**src/rtl/sram_arbiter_pkg.sv**
```systemverilog
// sram_arbiter_pkg: shared widths, SRAM command codes and arbiter FSM states
package sram_arbiter_pkg;
  localparam int ADDR_W = 19;
  localparam int DATA_W = 16;
  typedef enum logic [1:0] {
    CMD_IDLE  = 2'd0,
    CMD_READ  = 2'd1,
    CMD_WRITE = 2'd2
  } cmd_e;
  typedef enum logic [1:0] {
    ST_IDLE      = 2'd0,
    ST_WAIT_BUSY = 2'd1,
    ST_WAIT_DONE = 2'd2,
    ST_DONE      = 2'd3
  } state_e;
endpackage

```
**src/rtl/sram_rr_select.sv**
```systemverilog
// sram_rr_select: combinational 2-way picker, round-robin on the last winner or fixed port-0 priority
module sram_rr_select (
  input  logic i_req0,
  input  logic i_req1,
  input  logic i_ptr,
  input  logic i_fixed_pri,
  output logic o_grant_valid,
  output logic o_grant_id
);
  // i_ptr is the last winner, so a contended grant goes to the other port
  always_comb begin
    o_grant_valid = i_req0 | i_req1;
    o_grant_id    = i_fixed_pri ? !i_req0 : (i_req0 & i_req1) ? !i_ptr : i_req1;
  end
endmodule

```
**src/rtl/sram_arbiter.sv**
```systemverilog
// sram_arbiter: shares one sram_interface between the logger (port 0) and telemetry (port 1),
// issuing a one-cycle CMD per transaction and tracking the falling-edge STATUS busy handshake.
module sram_arbiter
  import sram_arbiter_pkg::*;
#(
  parameter int TIMEOUT   = 8,
  parameter bit FIXED_PRI = 1'b0
) (
  input  logic                CLK_48MHZ,
  input  logic                RESET,
  input  logic                REQ0,
  input  logic                REQ1,
  input  logic                WE0,
  input  logic                WE1,
  input  logic [ADDR_W-1:0]   ADDR0,
  input  logic [ADDR_W-1:0]   ADDR1,
  input  logic [DATA_W-1:0]   WDATA0,
  input  logic [DATA_W-1:0]   WDATA1,
  output logic                ACK0,
  output logic                ACK1,
  output logic [DATA_W-1:0]   RDATA0,
  output logic [DATA_W-1:0]   RDATA1,
  output logic                ERR0,
  output logic                ERR1,
  output logic [1:0]          SRAM_CMD,
  output logic [ADDR_W-2:0]   SRAM_ADDRESS,
  output logic                SRAM_CHIP_SELECT,
  output logic [DATA_W-1:0]   SRAM_DATA_OUT,
  input  logic                SRAM_STATUS,
  input  logic [DATA_W-1:0]   SRAM_DATA_READ,
  output logic                TIMEOUT_SEEN
);
  localparam int CW = $clog2(TIMEOUT + 1);
  state_e            r_state, w_next;
  logic [CW-1:0]     r_cnt;
  logic              r_ptr, r_win, r_we, r_err;
  logic              w_grant_valid, w_grant_id;
  logic              w_accept, w_busy_seen, w_tmo, w_capture, w_done, w_we;
  logic [ADDR_W-1:0] w_addr;
  logic [DATA_W-1:0] w_wdata;
  sram_rr_select u_sel (
    .i_req0        (REQ0),
    .i_req1        (REQ1),
    .i_ptr         (r_ptr),
    .i_fixed_pri   (FIXED_PRI),
    .o_grant_valid (w_grant_valid),
    .o_grant_id    (w_grant_id)
  );
  always_ff @(posedge CLK_48MHZ or negedge RESET)
    if (!RESET) r_state <= ST_IDLE;
    else        r_state <= w_next;
  always_comb begin
    w_next = r_state;
    case (r_state)
      ST_IDLE:      w_next = w_accept ? ST_WAIT_BUSY : ST_IDLE;
      ST_WAIT_BUSY: w_next = SRAM_STATUS ? ST_WAIT_DONE : w_tmo ? ST_DONE : ST_WAIT_BUSY;
      ST_WAIT_DONE: w_next = SRAM_STATUS ? ST_WAIT_DONE : ST_DONE;
      default:      w_next = ST_IDLE;
    endcase
  end
  // A busy STATUS seen in IDLE belongs to someone else, so issuing waits for it to clear
  always_comb begin
    w_accept    = (r_state == ST_IDLE) && w_grant_valid && !SRAM_STATUS;
    w_busy_seen = (r_state == ST_WAIT_BUSY) && SRAM_STATUS;
    w_tmo       = (r_state == ST_WAIT_BUSY) && !SRAM_STATUS && (r_cnt == CW'(TIMEOUT - 1));
    w_capture   = (r_state == ST_WAIT_DONE) && !SRAM_STATUS && !r_we;
    w_done      = (r_state == ST_DONE);
    w_we        = w_grant_id ? WE1 : WE0;
    w_addr      = w_grant_id ? ADDR1 : ADDR0;
    w_wdata     = w_grant_id ? WDATA1 : WDATA0;
  end
  always_ff @(posedge CLK_48MHZ or negedge RESET)
    if (!RESET) begin
      r_cnt            <= '0;
      r_ptr            <= 1'b0;
      r_win            <= 1'b0;
      r_we             <= 1'b0;
      r_err            <= 1'b0;
      ACK0             <= 1'b0;
      ACK1             <= 1'b0;
      ERR0             <= 1'b0;
      ERR1             <= 1'b0;
      RDATA0           <= '0;
      RDATA1           <= '0;
      SRAM_CMD         <= CMD_IDLE;
      SRAM_ADDRESS     <= '0;
      SRAM_CHIP_SELECT <= 1'b0;
      SRAM_DATA_OUT    <= '0;
      TIMEOUT_SEEN     <= 1'b0;
    end else begin
      ACK0 <= w_done && !r_win;
      ACK1 <= w_done && r_win;
      ERR0 <= w_done && !r_win && r_err;
      ERR1 <= w_done && r_win && r_err;
      if (w_accept) begin
        r_win            <= w_grant_id;
        r_ptr            <= w_grant_id;
        r_we             <= w_we;
        r_err            <= 1'b0;
        r_cnt            <= '0;
        SRAM_CMD         <= w_we ? CMD_WRITE : CMD_READ;
        SRAM_ADDRESS     <= w_addr[ADDR_W-1:1];
        SRAM_CHIP_SELECT <= w_addr[0];
        SRAM_DATA_OUT    <= w_wdata;
      end
      if ((r_state == ST_WAIT_BUSY) && !SRAM_STATUS) r_cnt <= r_cnt + 1'b1;
      if (w_busy_seen || w_tmo) SRAM_CMD <= CMD_IDLE;
      if (w_tmo) begin
        r_err        <= 1'b1;
        TIMEOUT_SEEN <= 1'b1;
      end
      if (w_capture && r_win)  RDATA1 <= SRAM_DATA_READ;
      if (w_capture && !r_win) RDATA0 <= SRAM_DATA_READ;
    end
endmodule

```
**config.mk**
```make
export PLATFORM = sky130hd
export DESIGN_NAME = sram_arbiter
export DESIGN_NICKNAME = d
export VERILOG_FILES = /design/src/rtl/sram_arbiter_pkg.sv /design/src/rtl/sram_rr_select.sv /design/src/rtl/sram_arbiter.sv
export SDC_FILE = /design/constraint.sdc
export NUM_CORES = 1
export LEC_CHECK = 0
export BUFFER_PORTS_ARGS = -buffer_cell sky130_fd_sc_hd__buf_4
export CAP_MARGIN = 20
export CORE_MARGIN = 4
export CORE_UTILIZATION = 48
export CTS_BUF_LIST = sky130_fd_sc_hd__clkbuf_16
export DETAILED_ROUTE_END_ITERATION = 8
export GPL_ROUTABILITY_DRIVEN = 0
export PLACE_DENSITY_LB_ADDON = 0.15
export SLEW_MARGIN = 20
export SYNTH_ARGS = -nofsm -noshare
export SYNTH_HDL_FRONTEND = slang
export SYNTH_SLANG_ARGS = --single-unit
```
**constraint.sdc**
```tcl
create_clock -name CLK_48MHZ -period 2.04 [get_ports CLK_48MHZ]
set_clock_uncertainty 0.05 [all_clocks]
set_input_delay 0.408 -clock CLK_48MHZ [delete_from_list [all_inputs] [get_ports CLK_48MHZ]]
set_output_delay 0.408 -clock CLK_48MHZ [all_outputs]
set_load 0.03 [all_outputs]
```
# Word-level counts from Yosys, hierarchy flattened
# Index checks and enable logic that the tools add are counted.
[classes]
n_addsub = 1
eq_ne = 4
n_mux = 16
n_bitwise = 2
reduce_logical = 21
[ops]
columns = ["cell", "count"]
rows = [
  ["$mux W19", 1],
  ["$mux W16", 1],
  ["$logic_and A1 B1 Y1", 13],
  ["$mux W2", 5],
  ["$mux W4", 2],
  ["$mux W1", 6],
  ["$pmux W2 S3", 1],
  ["$reduce_bool A2 Y1", 3],
  ["$add A4 B1 Y4 const B", 1],
  ["$eq A2 B2 Y1 const B", 2],
  ["$eq A4 B3 Y1 const B", 1],
  ["$logic_not A1 Y1", 3],
  ["$eq A2 B1 Y1 const B", 1],
  ["$logic_not A2 Y1", 1],
  ["$and A1 B1 Y1", 1],
  ["$logic_or A1 B1 Y1", 1],
  ["$or A1 B1 Y1", 1],
]
[totals]
regBits = 83
inputBits = 93
out_inout_bits = 74
word_cells = 60

# Logic depth before layout (Yosys ltp)
# Gate-level depths: netlist (run 1).
[logic_depth]
ltp_word = 6
mapped_depth = 6
ltp_nobuf = 4

# Cells and area by module
# A second synthesis (run 1) with hierarchy kept.
[hier_totals]
cells_unflattened = 281
area_unflattened_um2 = 3542.1
[by_module_without_submodules]
columns = ["mod", "n_inst", "cells_per_inst", "area_each_um2", "seq_area_each_um2"]
rows = [
  ["sram_arbiter", 1, 278, 3523.4, 2077.0],
  ["sram_rr_select", 1, 3, 18.8, 0.0],
]

# Least setup slack after synthesis (run 1)
# Ideal clock, no wire load.
[synth_path]
kind = "input to register"
from = "input port SRAM_STATUS"
to = "register RDATA1[10]"
setup_time_ns = 0.125
arrival_ns = 1.487
required_ns = 1.865
setup_slack_ns = 0.378
cell_stages = 6
n_path_buf = 3
path_cell_list = "buf_2 -> nor3_2 -> nor2b_1 -> buf_4 -> buf_6 -> mux2_2"
[synth_between]
elab_chain_len = 4
[synth_lines]
columns = ["element", "line_no", "source"]
rows = [
  ["from (decl)", "sram_arbiter.sv:29", "input logic SRAM_STATUS,"],
  ["$logic_not A1 Y1", "sram_arbiter.sv:66", "w_capture = (r_state == ST_WAIT_DONE) && !SRAM_STATUS && !r_we;"],
  ["$logic_and A1 B1 Y1 (2 in series)", "sram_arbiter.sv:66", ""],
  ["$logic_and A1 B1 Y1", "sram_arbiter.sv:112", "if (w_capture && r_win) RDATA1 <= SRAM_DATA_READ;"],
  ["to (signal assigned)", "sram_arbiter.sv:84", "RDATA1 <= '0;"],
  ["to (signal assigned)", "sram_arbiter.sv:112", ""],
  ["to (decl)", "sram_arbiter.sv:22", "output logic [DATA_W-1:0] RDATA1,"],
]
# Every way passes these cells.
# A chain may end at the register's enable or synchronous reset.

# Final worst setup path (run 1)
[layout_path]
from = "register r_state[0]"
to = "register SRAM_ADDRESS[12]"
[layout_between]
elab_chain_len = 3
[layout_lines]
columns = ["element", "line_no", "source"]
rows = [
  ["from (decl)", "sram_arbiter.sv:34", "state_e r_state, w_next;"],
  ["from (signal assigned)", "sram_arbiter.sv:51", "else r_state <= w_next;"],
  ["$logic_not A2 Y1", "sram_arbiter.sv:63", "w_accept = (r_state == ST_IDLE) && w_grant_valid && !SRAM_STATUS;"],
  ["$logic_and A1 B1 Y1 (2 in series)", "sram_arbiter.sv:63", ""],
  ["to (signal assigned)", "sram_arbiter.sv:102", "SRAM_ADDRESS <= w_addr[ADDR_W-1:1];"],
  ["to (decl)", "sram_arbiter.sv:26", "output logic [ADDR_W-2:0] SRAM_ADDRESS,"],
]
# Every way passes these cells.

==> run summary, run 1 <==
- number of distinct library cells after synthesis: 39
- power per cell area: 1570 nW/um2
- synthesized net count: 339
- fraction of synthesized cell area taken by the top area cell type: 53.0%
- Final Instance Area: 5600 um2
- Final TNS setup: 0 ps
- dpl cells: 511
- detailed-route via count: 2677
- Initial Util: 49.9%
- GRT Residual Overflow: 0
- relative max-transition margin: 64.9%
- max frequency: 564 MHz
- wire length reported by the detailed router: 8.95 mm
- I/O pins: 167
- transition time at the pin with the least slew margin: 526 ps
- antenna violations before repair: 0
- leading area contributor after synthesis: dfrtp_1
- number of nets in the layout: 515
- global router's overall resource usage: 19.0%
- worst skew pair latency: 330 ps
- TritonCTS clock tree: built
- DR DRC count: 0
- H-tree Lvls: 3
- Vias per Instance: 5.07
- final routed wire length divided by cell count: 17.0 um
- register area share after synthesis: 53.0%
- max-slew violation count: 0
- width of the die: 98.4 um
- HPWL after detailed placement: 6.77 mm
- Layout area overhead: 42.8%
- Worst Path Required: 2200 ps
- final hold violation count: 0
- total clock buffers created by CTS: 9
- share of synthesized registers carrying an async set or reset: 100%
- minimum setup slack among reg-to-reg paths: 270 ps
- final critical path time including I/O delays and setup: 1770 ps
- CTS Buffer Depth: 2
- register bit count reported by yosys: 83
- Reg clk slew, reported paths: 70 ps
- average footprint of a synthesized cell: 16.0 um2
- Placed Instance Area: 5300 um2
- Worst Setup End Kind: flip-flop
- number of clock sinks seen by CTS: 83
- most frequently used flop master after synthesis: dfrtp_1
- critical path fanouts, max: 10
- status: finished, final reports clean
- antenna cell count: 0
- Die Footprint: 9670 um2
- fill cell instance count of the final layout: 574
- worst min-delay path class: in2reg
- reported leakage power: 2.80 nW
- buffers added on ports: 166
- Core Rows: 32
- number of warnings issued by yosys: 0
- Resized cells post-CTS: 0
- data arrival time at the worst-slack endpoint: 1930 ps
- CTS root buffer: clkbuf_16
- cell with the most instances after synthesis: dfrtp_1
- first-pass GRT wire length: 14.5 mm
- number of routed nets with antenna violations: 0
- share of cells above drive strength 1: 72.1%
- Iter 0 DRT Violations: 38
- commonest cells in the synthesized netlist: dfrtp_1, mux2_4, mux2_2
- unrepaired setup endpoints after global routing: no
- number of global-route vias before repair: 2874
- maximum number of pins on one net before global-route repair: 35
- number of enable flip-flop cells after synthesis: 0
- peak supply drop: 0.859 mV
- final number of setup-violating endpoints: 0
- cell count after synthesis: 245
- max capacitance violation total: 0
- iteration count of the initial detailed-routing pass: 4
- placeable core region: 7850 um2
- Period Utilization, post-route: 86.9%
- Crit Path Category: reg2reg
- cell area after synthesis: 3920 um2
- critical path startpoint category: flip-flop
- number of standard cells in the layout, taps in and fillers out: 528
- Post-CTS Setup Inserts: 0
- die span in y: 98.4 um
- ranking of synthesized cells by area: dfrtp_1, mux2_4, mux2_2, buf_12, buf_6
[power by group]
part / switching [W] / total (W) / internal (W)
Clock: 0.000698 / 0.00154 / 0.000846
Combinational: 0.00230 / 0.00439 / 0.00208
Sequential: 0.000457 / 0.00286 / 0.00240
Total: 0.00346 / 0.00879 / 0.00533
[through the flow]
| step | hold WS (ps) | total power, W | utilization, % | worst slack [ps] |
|---|---|---|---|---|
| floorplan | 62.4 | 0.00564 | - | 378 |
| global placement | 316 | 0.00719 | 67.6 | 260 |
| CTS | 256 | 0.00889 | 71.3 | 264 |
| global route | 258 | 0.00922 | 71.3 | 153 |
| finish | 264 | 0.00879 | 71.3 | 267 |
| detailed placement | 320 | 0.00732 | 67.6 | 236 |
[cell usage in the layout, fill, tap and decap left out, drive strengths merged, types with 2 or more instances in the layout]
master / n
and3b: 2
nor3b: 2
nand2: 5
clkinv: 2
a21boi: 2
buf: 178
nor3: 3
nor2b: 3
nor2: 3
mux2: 104
o21ai: 2
and2: 2
inv: 6
a22o: 2
dfrtp: 83
clkbuf: 9
[metal layers]
layer  share of wire, %  global-route usage [%]  vias up
met2                 53                    33.5      103
li1                   -                       -     1233
met5                  0                       0        -
met3                7.3                    4.57       11
met1                 38                    22.5     1330
met4                1.6                    6.83        0
[cells by family (layout without fill, tap and decap cells)]
kind of cell / count (synthesis) / in the layout / synth area share (%)
mux: 105 / 105 / 35.5
flops: 83 / 83 / 53.0
simple gates: 27 / 27 / 4.37
buf+inv: 16 / 197 / 4.02
compound gates: 13 / 13 / 2.78
fa+ha+maj: 1 / 1 / 0.319
[what timing repair did]
item,in CTS,in global routing
hold buffers,1,0
hold endpoints to repair,30,0
endpoints found under the setup margin,0,0
[cell type report]
class | count | area [um2] | area share (%)
repair buffers | 179 | 1410 | 25.2
clock inverters | 7 | 58.8 | 1.05
well taps | 102 | 128 | 2.28
clock buffers | 9 | 225 | 4.02
flip-flops and latches | 83 | 2080 | 37.1
multi-input cells | 146 | 1690 | 30.2
inverters | 2 | 7.51 | 0.134
[state kept, by name (all words and copies together), names as in the netlist, 2 cells and up]
register	count
SRAM_CMD	2
RDATA0	16
SRAM_DATA_OUT	16
r_state	2
SRAM_ADDRESS	18
RDATA1	16
r_cnt	4
[path summary, 6_finish.rpt]
kind / endpoint / startpoint / cells after the start
worst max-delay path: SRAM_ADDRESS[12] / r_state[0] / 4
worst min-delay path: RDATA0[10] / SRAM_DATA_READ[10] / 2
worst max register to register: SRAM_ADDRESS[12] / r_state[0] / 4
worst min register to register: TIMEOUT_SEEN / TIMEOUT_SEEN / 1
max in group asynchronous: RDATA1[1] / RESET / 3
min in group asynchronous: SRAM_DATA_OUT[4] / RESET / 2
[worst max-delay path, stage by stage, from the launching register on]
cell	delay, ps
dfrtp_1	460
nor3_2	220
and2b_2	340
buf_4	270
mux2_4	320
Power figures use the tool's default switching activity.
==> run 2: changes to the inputs <==
Settings changed: RECOVER_POWER from default to 25.
Clock period 2.04 ns to 1.7 ns, I/O delays scaled along.
==> run 2 against run 1 <==
  * Register-to-register slack got worse by 170 ps
  * Cell area rose by 1.5%
  * Core utilization is 1.1 points higher
  * Largest cell class unchanged
  * First-iteration DRC count is 34% lower
==> run summary, run 2 (same netlist as run 1, synthesis figures left out) <==
- max-slew violation count: 0, unchanged
- number of nets in the layout: 518, +0.58%
- Reg power frac: 31.5%, -1.0 points
- final routed wire length divided by cell count: 16.4 um, -3.2%
- first-pass GRT wire length: 14.2 mm, -2.3%
- Period Utilization, post-route: 94.3%, +7.4 points
- data arrival time at the worst-slack endpoint: 1770 ps, -160 ps
- final critical path time including I/O delays and setup: 1600 ps, -170 ps
- status: finished, final reports clean
- critical path startpoint category: flip-flop
- number of clock sinks seen by CTS: 83, unchanged
- width of the die: 98.4 um, unchanged
- critical path fanouts, max: 18, +8
- minimum setup slack among reg-to-reg paths: 100 ps, -170 ps
- register bank with the most flops: SRAM_ADDRESS
- share of total power in the clock network: 19.7%, +2.1 points
- leading cell type in the layout, fill and taps excluded: buf_4
- launch point of the worst path: r_win
- Die Footprint: 9670 um2, unchanged
- Final TNS setup: 0 ps, unchanged
- Worst Setup End Kind: flip-flop
- CTS Buffer Depth: 2, unchanged
- power per cell area: 1910 nW/um2, +21%
- number of cells traversed by the worst register-to-register path: 4, unchanged
- antenna violations before repair: 0, unchanged
- fill cell instance count of the final layout: 569, -0.87%
- relative max-transition margin: 53.4%, -11 points
- transition time at the pin with the least slew margin: 699 ps, +173 ps
- CTS root buffer: clkbuf_16
- antenna cell count: 0, unchanged
- cell occurring most often along the worst timing path: mux2_4
- total clock buffers created by CTS: 9, unchanged
- reg2reg start: r_win
- critical path's slowest cell: dfrtp_1
- final hold violation count: 0, unchanged
- buffers added on ports: 166, unchanged
- net switching component of the power: 0.00410 W, +19%
- start point of the worst min-delay path: SRAM_DATA_READ[10]
- GRT Residual Overflow: 0, unchanged
- Placed Instance Area: 5350 um2, +0.90%
- iteration count of the initial detailed-routing pass: 4, unchanged
- TritonCTS clock tree: built
- share of cells above drive strength 1: 72.3%, +0.20 points
- unrepaired setup endpoints after global routing: no
- number of cells traversed by the worst hold path: 2, unchanged
- commonest non-fill, non-tap cells in the layout: buf_4, dfrtp_1, mux2_4, mux2_2, clkbuf_16
- Worst Path Required: 1860 ps, -340 ps
- Layout area overhead: 45.0%
- max capacitance violation total: 0, unchanged
- Iter 0 DRT Violations: 25, -34%
- die span in y: 98.4 um, unchanged
- worst skew pair latency: 330 ps, about the same
- Post-CTS Setup Inserts: 0, unchanged
- placeable core region: 7850 um2, unchanged
- part of the total power dissipated in combinational logic: 48.8%, -1.1 points
- HPWL after detailed placement: 6.60 mm, -2.5%
- max frequency: 624 MHz, +11%
- maximum number of pins on one net before global-route repair: 41, +17%
- number of routed nets with antenna violations: 0, unchanged
- Initial Util: 49.9%, unchanged
- number of global-route vias before repair: 2895, +0.73%
- Internal: 0.00673 W, +26%
- worst min-delay path class: in2reg
- global router's overall resource usage: 18.4%, -0.58 points
- final number of setup-violating endpoints: 0, unchanged
- Final Instance Area: 5680 um2, +1.5%
- cell-by-cell listing of the critical path: a21boi_4, buf_12, mux2_4, mux2_4
- switching portion of total power: 37.9%, -1.5 points
- peak supply drop: 0.903 mV, +5.1%
- Crit Path Category: reg2reg
- I/O pins: 167, unchanged
- Core Rows: 32, unchanged
- detailed-route via count: 2650, -1.0%
- Reg clk slew, reported paths: 70 ps, about the same
- H-tree Lvls: 3, unchanged
- reported leakage power: 2.84 nW, +1.3%
- number of flip-flops under the largest register name: 18, unchanged
- wire length reported by the detailed router: 8.72 mm, -2.6%
- Vias per Instance: 4.99, -1.6%
- CP peak stage delay: 410 ps, -50 ps
- DR DRC count: 0, unchanged
## run 2: path summary, 6_finish.rpt
check,endpoint
worst max-delay path,SRAM_ADDRESS[4]
worst min-delay path,RDATA1[10]
worst max register to register,SRAM_ADDRESS[4]
worst min register to register,TIMEOUT_SEEN
max in group asynchronous,SRAM_CMD[0]
min in group asynchronous,SRAM_DATA_OUT[4]
## run 2: layout make-up
type / count / area [um2] / share of cell area (%)
sequential: 83 / 2080 / 36.6
clock inverter: 7 / 108 / 1.89
clock buffer: 9 / 225 / 3.96
multi-input combinational: 146 / 1700 / 29.8
inverter: 2 / 7.51 / 0.132
timing repair buffer: 182 / 1440 / 25.4
tap: 102 / 128 / 2.25
## run 2: through the flow
step / total power, W / cells / setup WS [ps] / hold slack (ps) / utilization (%)
2_1_floorplan: 0.00677 / 245 / 106 / -5.59 / -
3_3_place_gp: 0.00868 / 514 / 27.9 / 232 / 68.2
3_5_place_dp: 0.00880 / 514 / 8.90 / 233 / 68.2
4_1_cts: 0.0110 / 531 / 64.0 / 184 / 72.6
5_1_grt: 0.0114 / 531 / 13.6 / 187 / 72.4
6_report: 0.0108 / 531 / 96.9 / 194 / 72.4
## run 2: layer usage
metal,share of wire [%],routed length (um),track usage [%],up-vias
met3,6.8,596,4.86,10
met2,52,4510,31.9,94
li1,-,-,-,1235
met5,0,0,0,-
met1,40,3510,22.4,1311
met4,1.2,107,5.99,0
## run 2: worst max-delay path: cells and delay by family, from the launching register on
kind | cells | cell delay [ps]
mux | 2 | 580
compound gates | 1 | 220
flops | 1 | 410
buf+inv | 1 | 220
## run 2: power groups by stage
stage          Combinational, W  Sequential, W  Clock [W]
6_report                0.00529        0.00341    0.00213
5_1_grt                 0.00556        0.00355    0.00227
4_1_cts                 0.00536        0.00343    0.00218
3_5_place_dp            0.00536        0.00344          0
3_3_place_gp            0.00526        0.00341          0
2_1_floorplan           0.00172        0.00505          0
## run 2: repair_timing
| item | CTS | global route |
|---|---|---|
| hold endpoints to repair | 25 | 0 |
| setup endpoints to repair | 0 | 17 |
| resized for setup | 0 | 1 |
| hold buffers | 1 | 0 |
